==> src/rtl/bcd_to_bin.sv <==
// bcd_to_bin: three-digit BCD to 8-bit binary converter.
// Reverse double dabble, one bit per clock, behind a start/busy/done handshake.
// Non-decimal digits and values above 255 raise err and force bin to zero.
module bcd_to_bin (
  input  logic       clk,
  input  logic       rst_n,
  input  logic       start,
  input  logic [3:0] hundreds,
  input  logic [3:0] tens,
  input  logic [3:0] ones,
  output logic [7:0] bin,
  output logic       busy,
  output logic       done,
  output logic       err
);

  typedef enum logic {
    IDLE,
    CONV
  } state_t;

  state_t      state;
  logic [2:0]  cnt;
  logic [19:0] work;       // {h, t, o, b}
  logic        digit_bad;

  logic [19:0] shifted;
  logic [19:0] next_work;
  logic        overflow;
  logic        result_bad;

  // Digit correction after a right shift: a digit of 8 or more received a
  // carried-in tens weight of 8 that is really worth 5, so take 3 back out.
  function automatic logic [3:0] adjust(input logic [3:0] d);
    return (d >= 4'd8) ? (d - 4'd3) : d;
  endfunction

  // One reverse double dabble iteration on the work register.
  always_comb begin
    shifted    = {1'b0, work[19:1]};
    next_work  = {adjust(shifted[19:16]), adjust(shifted[15:12]),
                  adjust(shifted[11:8]), shifted[7:0]};
    overflow   = |next_work[19:8];
    result_bad = digit_bad | overflow;
  end

  // Control FSM with registered handshake and result outputs.
  always_ff @(posedge clk or negedge rst_n) begin
    if (!rst_n) begin
      state     <= IDLE;
      cnt       <= '0;
      work      <= '0;
      digit_bad <= 1'b0;
      bin       <= '0;
      busy      <= 1'b0;
      done      <= 1'b0;
      err       <= 1'b0;
    end else begin
      done <= 1'b0;
      case (state)
        IDLE: begin
          if (start) begin
            work      <= {hundreds, tens, ones, 8'd0};
            digit_bad <= (hundreds > 4'd9) | (tens > 4'd9) | (ones > 4'd9);
            cnt       <= '0;
            busy      <= 1'b1;
            state     <= CONV;
          end
        end
        CONV: begin
          work <= next_work;
          cnt  <= cnt + 3'd1;
          if (cnt == 3'd7) begin
            state <= IDLE;
            busy  <= 1'b0;
            done  <= 1'b1;
            err   <= result_bad;
            bin   <= result_bad ? 8'd0 : next_work[7:0];
          end
        end
        default: state <= IDLE;
      endcase
    end
  end

endmodule

==> config.mk <==
export PLATFORM = sky130hd
export DESIGN_NAME = bcd_to_bin
export DESIGN_NICKNAME = d
export VERILOG_FILES = /design/src/rtl/bcd_to_bin.sv
export SDC_FILE = /design/constraint.sdc
export NUM_CORES = 1
export LEC_CHECK = 0
export ABC_AREA = 1
export CORE_ASPECT_RATIO = 0.5
export CORE_MARGIN = 1.5
export CORE_UTILIZATION = 48
export DETAILED_ROUTE_END_ITERATION = 12
export GPL_TIMING_DRIVEN = 0
export PLACE_DENSITY = 0.75
export SLEW_MARGIN = 20
export SYNTH_ARGS = -nofsm -noshare
export SYNTH_HDL_FRONTEND = slang
export SYNTH_SLANG_ARGS = --single-unit
==> constraint.sdc <==
create_clock -name clk -period 1.4 [get_ports clk]
set_input_delay 0.14 -clock clk [delete_from_list [all_inputs] [get_ports clk]]
set_output_delay 0.14 -clock clk [all_outputs]
set_load 0.005 [all_outputs]
# Word level (Yosys, flattened, before mapping)
# Index checks and enable logic that the tools add are counted.
dict set report classes {
  reduce_logical 4
  bitwise 4
  n_addsub 3
  eq_ne 3
  mux 15
  n_lt_le_gt_ge 5
}
# cell n
set op_table {}
lappend op_table {{$pmux 20 s2} 1}
lappend op_table {{$mux 20} 1}
lappend op_table {{$gt 4x4->1 const B} 3}
lappend op_table {{$reduce_or 11->1} 1}
lappend op_table {{$ge 4x4->1 const B} 2}
lappend op_table {{$mux 4} 2}
lappend op_table {{$mux 8} 1}
lappend op_table {{$sub 4x2->4 const B} 2}
lappend op_table {{$mux 1} 6}
lappend op_table {{$pmux 3 s2} 1}
lappend op_table {{$reduce_and 2->1} 3}
lappend op_table {{$pmux 1 s2} 2}
lappend op_table {{$add 3x1->3 const B} 1}
lappend op_table {{$eq 3x3->1 const B} 1}
lappend op_table {{$mux 3} 1}
lappend op_table {{$or 1x1->1} 3}
lappend op_table {{$ne 2x1->1 const B} 1}
lappend op_table {{$ne 2x2->1 const B} 1}
lappend op_table {{$not 1->1} 1}
dict set report word_totals {
  in_bits 15
  out_inout_bits 11
  regBits 36
  word_cells 42
}

# Depth between registers and ports, before layout
# Gate-level depths: netlist of run 1.
dict set report logic_depth {
  ltp_word 5
  mapped_depth 10
  mapped_depth_nobuf 10
}

# Least setup slack after synthesis of run 1
# OpenSTA, ideal clock, no wires.
dict set report synth_timing {
  path_kind {flip-flop to flip-flop}
  start {reg work[13]}
  end {reg err}
  synth_period_minus_slack_ns 1.433
  required_ns 1.284
  n_path_buf 0
  path_stages_with_launch 11
  setup_ns 0.116
  t_arrival_ns 1.317
  path_slack_ns -0.033
  path_cell_list {dfrtp_1 inv_1 ha_1 inv_1 nand2_1 nand2_1 nand3_4 nor2_8 nand2_2 nand2_1 nand2_1}
}
dict set report synth_via {
  elab_chain_len 4
  elab_cells_between_ends 5
  classes_between {add/sub (1); order compare (1); mux (1); bitwise (1); reduce/logical (1)}
}
# element line
set synth_lines {}
lappend synth_lines {{from (decl)} 24} ;# logic [19:0] work;
lappend synth_lines {{from (signal assigned)} 63} ;# work <= {hundreds, tens, ones, 8'd0};
lappend synth_lines {{from (signal assigned)} 71} ;# work <= next_work;
lappend synth_lines {{$sub 4x2->4 or $ge 4x4->1 (tied branches)} 35} ;# return (d >= 4'd8) ? (d - 4'd3) : d;
lappend synth_lines {{$mux 4 *} 35}
lappend synth_lines {{$reduce_or 11->1 *} 43} ;# overflow = |next_work[19:8];
lappend synth_lines {{$or 1x1->1 *} 44} ;# result_bad = digit_bad | overflow;
lappend synth_lines {{to (signal assigned)} 77} ;# err <= result_bad;
lappend synth_lines {{to (decl)} 14} ;# output logic err
# Every way passes the cells marked *; elsewhere a longest branch is shown, timed or not.
# A chain may end at the register's enable or synchronous reset.

# Worst setup path after layout of run 1
dict set report layout_timing {
  start {reg work[13]}
  end {reg bin[6]}
}
dict set report layout_via {
  elab_chain_len 5
  elab_cells_between_ends 6
  classes_between {add/sub (1); order compare (1); mux (2); bitwise (1); reduce/logical (1)}
}
# element line
set layout_lines {}
lappend layout_lines {{$sub 4x2->4 or $ge 4x4->1 (tied branches)} 35}
lappend layout_lines {{$mux 4 *} 35}
lappend layout_lines {{$reduce_or 11->1 *} 43}
lappend layout_lines {{$or 1x1->1 *} 44}
lappend layout_lines {{$mux 8 *} 78} ;# bin <= result_bad ? 8'd0 : next_work[7:0];
lappend layout_lines {{to (signal assigned)} 78}
lappend layout_lines {{to (decl)} 11} ;# output logic [7:0] bin,
# Marks and branches as above.

==> key figures, run 1 <==
Outcome
  – Status: complete, but fails checks
  – Failing checks: negative setup slack

Synthesis
  – Yosys cell types: 24
  – Register bit count reported by yosys: 35
  – Net count after synthesis: 212
  – Post-synthesis sequential area ratio: 51.5%
  – Largest area contributor in the netlist: dfrtp_1
  – Synthesized instance count: between 150 and 200
  – Mapped cell area: 1700 µm²
  – Top cells by area, synth: dfrtp_1 52%, nand2_1 11%, ha_1 4.4%
  – Warnings, synthesis: 0
  – Synth Area per Inst: 8.90 µm²
  – Synth top area share: 51.5%

Critical path
  – Setup crit end kind: register
  – Max FO, Critical Path: 4
  – Critical path type: register to register
  – Arrival @ worst endpoint: 1690 ps
  – Crit path from: work[13]
  – Data required time of the critical path: approximately 1600 ps
  – CP startpoint kind: register
  – FF-to-FF Start: work[13]

Die
  – Num ports: 26
  – Total core area: between 3000 and 4000 µm²
  – Row cnt: 15
  – Initial Utilization: 49.8%
  – Die span in y: 45.1 µm
  – Die width: 87.2 µm
  – Die Area: approximately 4000 µm²

GRT
  – Vias in the first global route: roughly 1300
  – First-pass GRT wire length: about 6.5 mm
  – Largest net degree at the start of global routing: 30
  – GRT Total Usage: 22.8%
  – Overflow after GRT: 0
  – Initial antenna violation count: 0

Power
  – Pwr Density: 2040 nW/µm²
  – Leak Pwr: 1.11 nW
  – Total power: 4.84 mW
  – Peak supply drop: 805 µV

STA
  – RSZ-0062 raised after global routing: yes
  – Final worst setup slack: -65.5 ps
  – Setup TNS: -307 ps
  – Final cycle utilization of the critical path: 105%
  – Tmin final: 1470 ps
  – Slew @ Worst Pin: ~320 ps
  – Worst hold slack: 222 ps
  – Max Freq: ~0.7 GHz
  – Pins Over Slew Limit: 0
  – Final setup fails: 10
  – Clock skew: between 2 and 3 ps
  – Final hold violation count: 0
  – Max transition margin: 78.2%

Detailed routing
  – DR vias: 1495
  – Wire per inst: 13.7 µm
  – Detailed-route wire length: 4.03 mm
  – DRT antenna net count: 0
  – DR iter-0 viols: 73
  – # DRC: 0
  – DR vias/cell: 5.09
  – DR pass1 iterations: 4

Placement
  – Post-DP Area: 2030 µm²
  – # port buffers: 25
  – DPL Wire Length: 2.50 mm
  – Final GP Congestion: 0.854

Layout
  – # nets final: between 200 and 300
  – Layout Utilization: 69.6%
  – Design Area, Final: around 2400 µm²
  – # diodes: 0
  – Layout cells sized above 1: 25.9%
  – Synthesis-to-finish area growth: 39.7%

Clock network
  – Num CTS Buffers: 5
  – Clk buf depth: 2
  – Htree depth: 2
  – CTS root buffer: clkbuf_8
  – CTS clk-pin slew, worst paths: approximately 70 ps
  – Clock sink count: 35
  – CTS tree: built
  – Clk Latency, worst-skew pair: 280 ps

Flow run
  – Max-Cap Viols: 0

Min path
  – Hold/Removal Path Class: input pin to asynchronous set/reset pin
[placed cells by master, fill, tap and decap left out, drive strengths merged]
cell / netlist / layout
inv: 24 / 24
a21oi: 2 / 2
a41oi: 1 / 1
nand3: 12 / 12
buf: 4 / 21
nor2: 21 / 23
o211ai: 7 / 7
o21ai: 5 / 5
xor2: 1 / 1
dfrtp: 35 / 35
nand2: 59 / 59
a22o: 2 / 2
ha: 6 / 6
o221ai: 4 / 4
o22ai: 7 / 7
clkbuf: 1 / 8
clkdlybuf4s50: 0 / 24
dlygate4sd3: 0 / 1
clkinv: 0 / 1
[layout make-up]
cell class | instances | area, µm²
plain buffers | 5 | 36.3
clock buffers | 7 | 76.3
clock inverters | 1 | 5.00
fillers | 267 | 1040
inverters | 24 | 92.6
multi-input cells | 129 | 835
flip-flops and latches | 35 | 876
well taps | 51 | 63.8
repair buffers | 42 | 392
[repair_timing]
| action | 4_1_cts | 5_1_grt |
|---|---|---|
| resized for setup | 13 | 18 |
| endpoints found under the hold margin | 35 | 0 |
| hold buffers | 1 | 0 |
| pin swaps | 9 | 13 |
| cloned | 2 | 0 |
| buffers inserted | 11 | 5 |
| endpoints found under the setup margin | 9 | 11 |
[power breakdown]
part	internal (mW)	switching, mW
Sequential	1.37	0.210
Clock	0.349	0.352
Combinational	1.11	1.45
Total	2.83	2.01
[cell usage after synthesis, drive strengths merged]
cell type,instances
a21oi,2
a22o,2
a41oi,1
buf,4
clkbuf,1
dfrtp,35
ha,6
inv,24
nand2,59
nand3,12
nor2,21
o211ai,7
o21ai,5
o221ai,4
o22ai,7
xor2,1
[registers in the layout, indices dropped and copies added, names as in the netlist]
register   cells
work          19
bin            8
cnt            3
state          1
err            1
digit_bad      1
busy           1
done           1
[layer usage]
| metal | track usage (%) | part of all wire (%) |
|---|---|---|
| met1 | 30.5 | 48 |
| met2 | 37.4 | 47 |
| met3 | 6.03 | 4.1 |
| met4 | 6.67 | 1.0 |
| met5 | 0 | 0 |
[cell families after synthesis]
group                    Yosys count  synth area share, %
AND/OR/NAND/NOR                   92                 25.2
AO/OA/AOI/OAI                     28                 11.3
adder cells (fa/ha/maj)            6                 4.41
flip-flops                        35                 51.5
XOR/XNOR                           1                0.515
buffers and inverters             29                 6.99
[final timing paths]
check | slack, ps | end | cells past startpoint
worst min-delay path | 220 | bin[2] | 2
worst min register to register | 480 | bin[2] | 2
min in group clk | 450 | work[19] | 3
max in group asynchronous | 780 | work[19] | 3
worst max register to register | -70 | bin[6] | 9
worst max-delay path | -70 | bin[6] | 9
[stage by stage]
stage / worst slack, ps / std cells
finish: -65.5 / 294
floorplan: 13.8 / 191
CTS: -24.8 / 290
global route: -128 / 294
global placement: -532 / 267
detailed placement: -119 / 268
[critical path, cell delays in order, from the launching register on]
cell and delay [ps]:
dfrtp_1 410, inv_2 100, ha_4 200, inv_2 50, nand2_2 50, nand2_2 120
nand3_4 130, nor2_4 190, nand3_1 100, nand2_1 60
No activity file was read; power rests on OpenSTA's default activity.
==> run 2, diff against run 1 <==
--- a/config.mk
+++ b/config.mk
@@ -8,10 +8,10 @@
 export ABC_AREA = 1
 export CORE_ASPECT_RATIO = 0.5
 export CORE_MARGIN = 1.5
-export CORE_UTILIZATION = 48
+export CORE_UTILIZATION = 53
 export DETAILED_ROUTE_END_ITERATION = 12
 export GPL_TIMING_DRIVEN = 0
-export PLACE_DENSITY = 0.75
+export PLACE_DENSITY = 0.79
 export SLEW_MARGIN = 20
 export SYNTH_ARGS = -nofsm -noshare
 export SYNTH_HDL_FRONTEND = slang
==> constraint.sdc (replaced) <==
create_clock -name clk -period 1.85 [get_ports clk]
set_input_delay 0.185 -clock clk [delete_from_list [all_inputs] [get_ports clk]]
set_output_delay 0.185 -clock clk [all_outputs]
set_load 0.005 [all_outputs]
==> key figures, run 2 (same netlist as run 1, synthesis figures left out) <==
Min path
  – Hold/Removal Path Class: input pin to asynchronous set/reset pin

GRT
  – Overflow after GRT: 0
  – Initial antenna violation count: 0
  – Vias in the first global route: 1342
  – First-pass GRT wire length: 6.11 mm
  – Largest net degree at the start of global routing: 24
  – GRT Total Usage: 22.0%

STA
  – Final hold violation count: 0
  – Slew @ Worst Pin: 543 ps
  – Final setup fails: 0
  – Final worst setup slack: 241 ps
  – Tmin final: 1610 ps
  – Max transition margin: 63.8%
  – Pins Over Slew Limit: 0
  – Final cycle utilization of the critical path: 87.0%
  – Clock skew: 10.8 ps
  – Max Freq: about 0.62 GHz
  – RSZ-0062 raised after global routing: no

Detailed routing
  – Wire per inst: 13.1 µm
  – DR vias: roughly 1400
  – DRT antenna net count: 0
  – # DRC: 0
  – Detailed-route wire length: approximately 3.5 mm
  – DR pass1 iterations: 4
  – DR vias/cell: 5.10
  – DR iter-0 viols: 43

Clock network
  – Htree depth: 2
  – CTS tree: built
  – CTS clk-pin slew, worst paths: 80 ps
  – Setup bufs post-CTS: 0
  – Num CTS Buffers: 5
  – CTS root buffer: clkbuf_8
  – Clock sink count: 35
  – Clk Latency, worst-skew pair: 290 ps
  – Clk buf depth: 2

Critical path
  – RR Endpoint: err
  – FF-to-FF Start: work[13]
  – Setup crit end kind: register
  – Worst R2R Setup Slack: 240 ps
  – Crit path from: work[13]
  – Critical path type: register to register
  – Max FO, Critical Path: 9
  – Data required time of the critical path: 2040 ps
  – Cells on worst reg2reg path: 10
  – Worst Setup EP: err
  – CP startpoint kind: register
  – Arrival @ worst endpoint: 1800 ps

Layout
  – Biggest regs: work (19), bin (8), cnt (3)
  – Synthesis-to-finish area growth: 26.2%
  – Fill cells: 238
  – Most frequent cells in the layout: 52 x nand2_1, 35 x dfrtp_1, 24 x clkdlybuf4s50_1
  – # nets final: 246
  – Top reg by flops: work
  – # diodes: 0
  – Layout cells sized above 1: 13.3%
  – Max reg flops: 19
  – Most common cell after layout, fill and taps aside: nand2_1

Die
  – Die span in y: 43.1 µm
  – Initial Utilization: a little under three fifths
  – Die width: between 80 and 90 µm
  – Num ports: 26
  – Row cnt: 14
  – Die Area: ~3600 µm²
  – Total core area: 3030 µm²

Outcome
  – Status: completed

Power
  – Leak Pwr: around 1.0 nW
  – Total power: 3.27 mW
  – Pwr Density: 1520 nW/µm²
  – Peak supply drop: slightly below 700 µV

Flow run
  – Max-Cap Viols: 0

Placement
  – # port buffers: 25
  – Pre-CTS setup slack: roughly 270 ps
  – DPL Wire Length: 2.45 mm
  – Final GP Congestion: ~0.8
## run 2: final cells by class
class	count	area [µm²]	share of cell area, %
clock buffers	5	68.8	3.21
clock inverters	3	43.8	2.04
plain buffers	5	28.8	1.34
multi-input cells	127	706	32.9
inverters	24	90.1	4.20
repair buffers	27	283	13.2
well taps	40	50.0	2.33
flip-flops and latches	35	876	40.8
## run 2: per-layer routing
| layer | track usage [%] | share of wire (%) | routed length, µm |
|---|---|---|---|
| met3 | 5.25 | 3.8 | 132 |
| met5 | 0 | 0 | 0 |
| met1 | 29.7 | 49 | 1690 |
| met4 | 5.00 | 0.55 | 19 |
| met2 | 36.9 | 47 | 1640 |
## run 2: power breakdown
| part | internal [mW] | total [mW] | switching (mW) |
|---|---|---|---|
| combinational | 0.540 | 1.38 | 0.836 |
| clock | 0.401 | 0.692 | 0.291 |
| sequential | 1.04 | 1.20 | 0.161 |
| total | 1.98 | 3.27 | 1.29 |
## run 2: stage by stage
| stage | setup TNS (ps) | util [%] | cells | cell area, µm² | hold slack (ps) |
|---|---|---|---|---|---|
| after floorplan | 0 | - | 191 | 1700 | -111 |
| after global placement | -4180 | 66.0 | 256 | 2000 | 462 |
| after detailed placement | 0 | 66.8 | 257 | 2020 | 102 |
| after CTS | 0 | 70.8 | 266 | 2150 | 328 |
| after global routing | 0 | 70.8 | 266 | 2150 | 351 |
| final | 0 | 70.8 | 266 | 2150 | 323 |
## run 2: worst max-delay path, stage by stage, from the launching register on
cell and delay, ps:
dfrtp_1 430, inv_1 110, ha_1 290, inv_1 60
nand2_1 40, nand2_1 130, nand3_4 110, nor2_8 180
nand2_2 50, nand2_1 70, nand2_1 50
## run 2: worst min-delay path by stage
| stage | slack [ps] | to | cells after the start |
|---|---|---|---|
| floorplan | -110 | bin[0] | 0 |
| global placement | 460 | bin[5] | 2 |
| detailed placement | 100 | work[11] | 1 |
| CTS | 330 | cnt[0] | 2 |
| global route | 350 | cnt[0] | 2 |
| finish | 320 | cnt[0] | 2 |
## run 2: timing repair
action / 4_1_cts / 5_1_grt
gates resized for setup: 0 / 0
hold buffers: 1 / 0
hold endpoints to repair: 12 / 0
==> run 3, diff against run 2 <==
--- a/config.mk
+++ b/config.mk
@@ -6,11 +6,11 @@
 export NUM_CORES = 1
 export LEC_CHECK = 0
 export ABC_AREA = 1
-export CORE_ASPECT_RATIO = 0.5
 export CORE_MARGIN = 1.5
 export CORE_UTILIZATION = 53
 export DETAILED_ROUTE_END_ITERATION = 12
 export GPL_TIMING_DRIVEN = 0
+export MAX_ROUTING_LAYER = met4
 export PLACE_DENSITY = 0.79
 export SLEW_MARGIN = 20
 export SYNTH_ARGS = -nofsm -noshare
==> key figures, run 3 (same netlist as run 1, synthesis figures left out) <==
Layout
  – Design Area, Final: 2090 µm²
  – # nets final: 246
  – Layout cells sized above 1: between 10% and 20%
  – # diodes: 0
  – Most frequent cells in the layout: 52 x nand2_1, 35 x dfrtp_1, 24 x clkdlybuf4s50_1
  – Max reg flops: 19
  – Final Non-Filler Cells: 270
  – Top reg by flops: work
  – Biggest regs: work (19), bin (8), cnt (3)
  – Synthesis-to-finish area growth: 23.0%
  – Most common cell after layout, fill and taps aside: nand2_1

Power
  – Clock share of power: ~14%
  – Combinational share of power: 46.0%
  – Peak supply drop: approximately 740 µV
  – Internal power: ~1.7 mW
  – Sequential share of power: 40.2%
  – Leak Pwr: about 1.0 nW
  – Sw Ratio: 42.3%
  – Net Sw Power: 1.26 mW
  – Pwr Density: 1430 nW/µm²

Clock network
  – Htree depth: 2
  – Clk buf depth: 2
  – Setup bufs post-CTS: 0
  – CTS clk-pin slew, worst paths: 110 ps
  – Clock sink count: 35
  – CTS root buffer: clkbuf_4
  – CTS tree: built
  – Clk Latency, worst-skew pair: 350 ps
  – Num CTS Buffers: 5
  – Hold-fix buffers at CTS: 1
  – Post-CTS sizing: 0

Critical path
  – CP most frequent cell: nand2_1
  – Setup crit end kind: register
  – Arrival @ worst endpoint: about 1900 ps
  – Data required time of the critical path: 2100 ps
  – Max FO, Critical Path: 9
  – Crit path buffers/inverters: 2
  – Critical path, cell by cell: inv_1 -> ha_1 -> inv_1 -> nand2_1 -> nand2_1 -> nand3_4 -> nor2_8 -> nand2_2 -> nand2_1 -> nand2_1
  – Critical Path Max Stage Delay: approximately 430 ps
  – Critical path type: register to register
  – CP startpoint kind: register
  – Slowest-stage cell, CP: dfrtp_1
  – CP delay by family, top: simple AND/OR/NAND/NOR gates

Detailed routing
  – DRT antenna net count: 0
  – Wire per inst: 13.3 µm
  – DR pass1 iterations: 4
  – DR vias: 1413
  – DR vias/cell: 5.23
  – DR iter-0 viols: 54
  – # DRC: 0
  – Detailed-route wire length: approximately 3.6 mm

STA
  – Final setup fails: 0
  – Final hold violation count: 0
  – Max transition margin: 66.0%
  – RSZ-0062 raised after global routing: no
  – Setup TNS: 0 ps
  – Tmin final: roughly 1600 ps
  – Final cycle utilization of the critical path: 87.2%
  – Clock skew: 8.03 ps
  – Slew @ Worst Pin: 510 ps
  – Max Freq: slightly above 0.6 GHz
  – Pins Over Slew Limit: 0

Die
  – Die width: between 50 and 60 µm
  – Row cnt: 20
  – Die Area: 3560 µm²
  – Total core area: slightly above 3000 µm²
  – Initial Utilization: 55.7%
  – Die span in y: 59.6 µm
  – Num ports: 26

Placement
  – # port buffers: 25
  – DPL Wire Length: 2.66 mm
  – Post-DP Area: 2030 µm²
  – Placed Cells: 261
  – Final GP Congestion: 0.818

Min path
  – Hold/Removal Path Class: input pin to asynchronous set/reset pin

GRT
  – First-pass GRT wire length: between 6 and 7 mm
  – GRT Total Usage: 25.7%
  – Largest net degree at the start of global routing: 27
  – Vias in the first global route: approximately 1400
  – Overflow after GRT: 0
  – Initial antenna violation count: 0

Outcome
  – Status: completed

Flow run
  – Max-Cap Viols: 0
## run 3: changes by cell type in the layout (fill, tap and decap cells not counted)
cell        change
clkinvlp_4      +1
clkbuf_1        +1
bufinv_16       -1
clkbuf_4        +5
clkbuf_8        -5
clkinv_4        -1
## run 3: final timing paths
kind,start,to,slack [ps],cells after the start
worst max-delay path,work[13],err,240,10
worst min-delay path,rst_n,work[8],240,2
worst max register to register,work[13],err,240,10
worst min register to register,bin[3],bin[3],490,2
max in group asynchronous,rst_n,bin[2],1190,3
min in group clk,hundreds[1],work[17],430,3
## run 3: metal layers
layer | part of all wire, % | track usage, % | up-vias
li1 | - | - | 691
met2 | 50 | 38.2 | 28
met5 | 0 | - | -
met1 | 45 | 34.4 | 690
met3 | 3.4 | 6.11 | 4
met4 | 1.4 | 9.52 | 0
## run 3: through the flow
stage / setup WS, ps / hold slack [ps] / utilization [%] / power (mW)
floorplan: 417 / -111 / - / 2.18
global placement: -103 / 466 / 65.7 / 2.50
detailed placement: 244 / 94.4 / 66.4 / 2.59
CTS: 227 / 244 / 68.5 / 3.00
global route: 98.6 / 245 / 68.5 / 3.26
finish: 236 / 237 / 68.5 / 2.98
## run 3: cell type report
cell class | instances | area (µm²)
inverter | 24 | 90.1
timing repair buffer | 27 | 283
clock buffer | 6 | 41.3
sequential | 35 | 876
buffer | 5 | 28.8
fill | 277 | 961
clock inverter | 2 | 12.5
multi-input combinational | 127 | 706
tap | 44 | 55.1
## run 3: worst reg2reg max path, delay by kind of cell (launching register included)
family | cells | cell delay (ps)
DFF | 1 | 430
and+or+nand+nor | 7 | 650
adders and majority gates | 1 | 290
buffers and inverters | 2 | 150
## run 3: power by group through the flow
| stage | sequential [mW] | combinational (mW) | clock [mW] |
|---|---|---|---|
| 6_report | 1.20 | 1.37 | 0.413 |
| 4_1_cts | 1.20 | 1.39 | 0.422 |
| 3_5_place_dp | 1.21 | 1.38 | 0 |
| 5_1_grt | 1.23 | 1.56 | 0.468 |
| 3_3_place_gp | 1.19 | 1.30 | 0 |
| 2_1_floorplan | 1.18 | 0.998 | 0 |
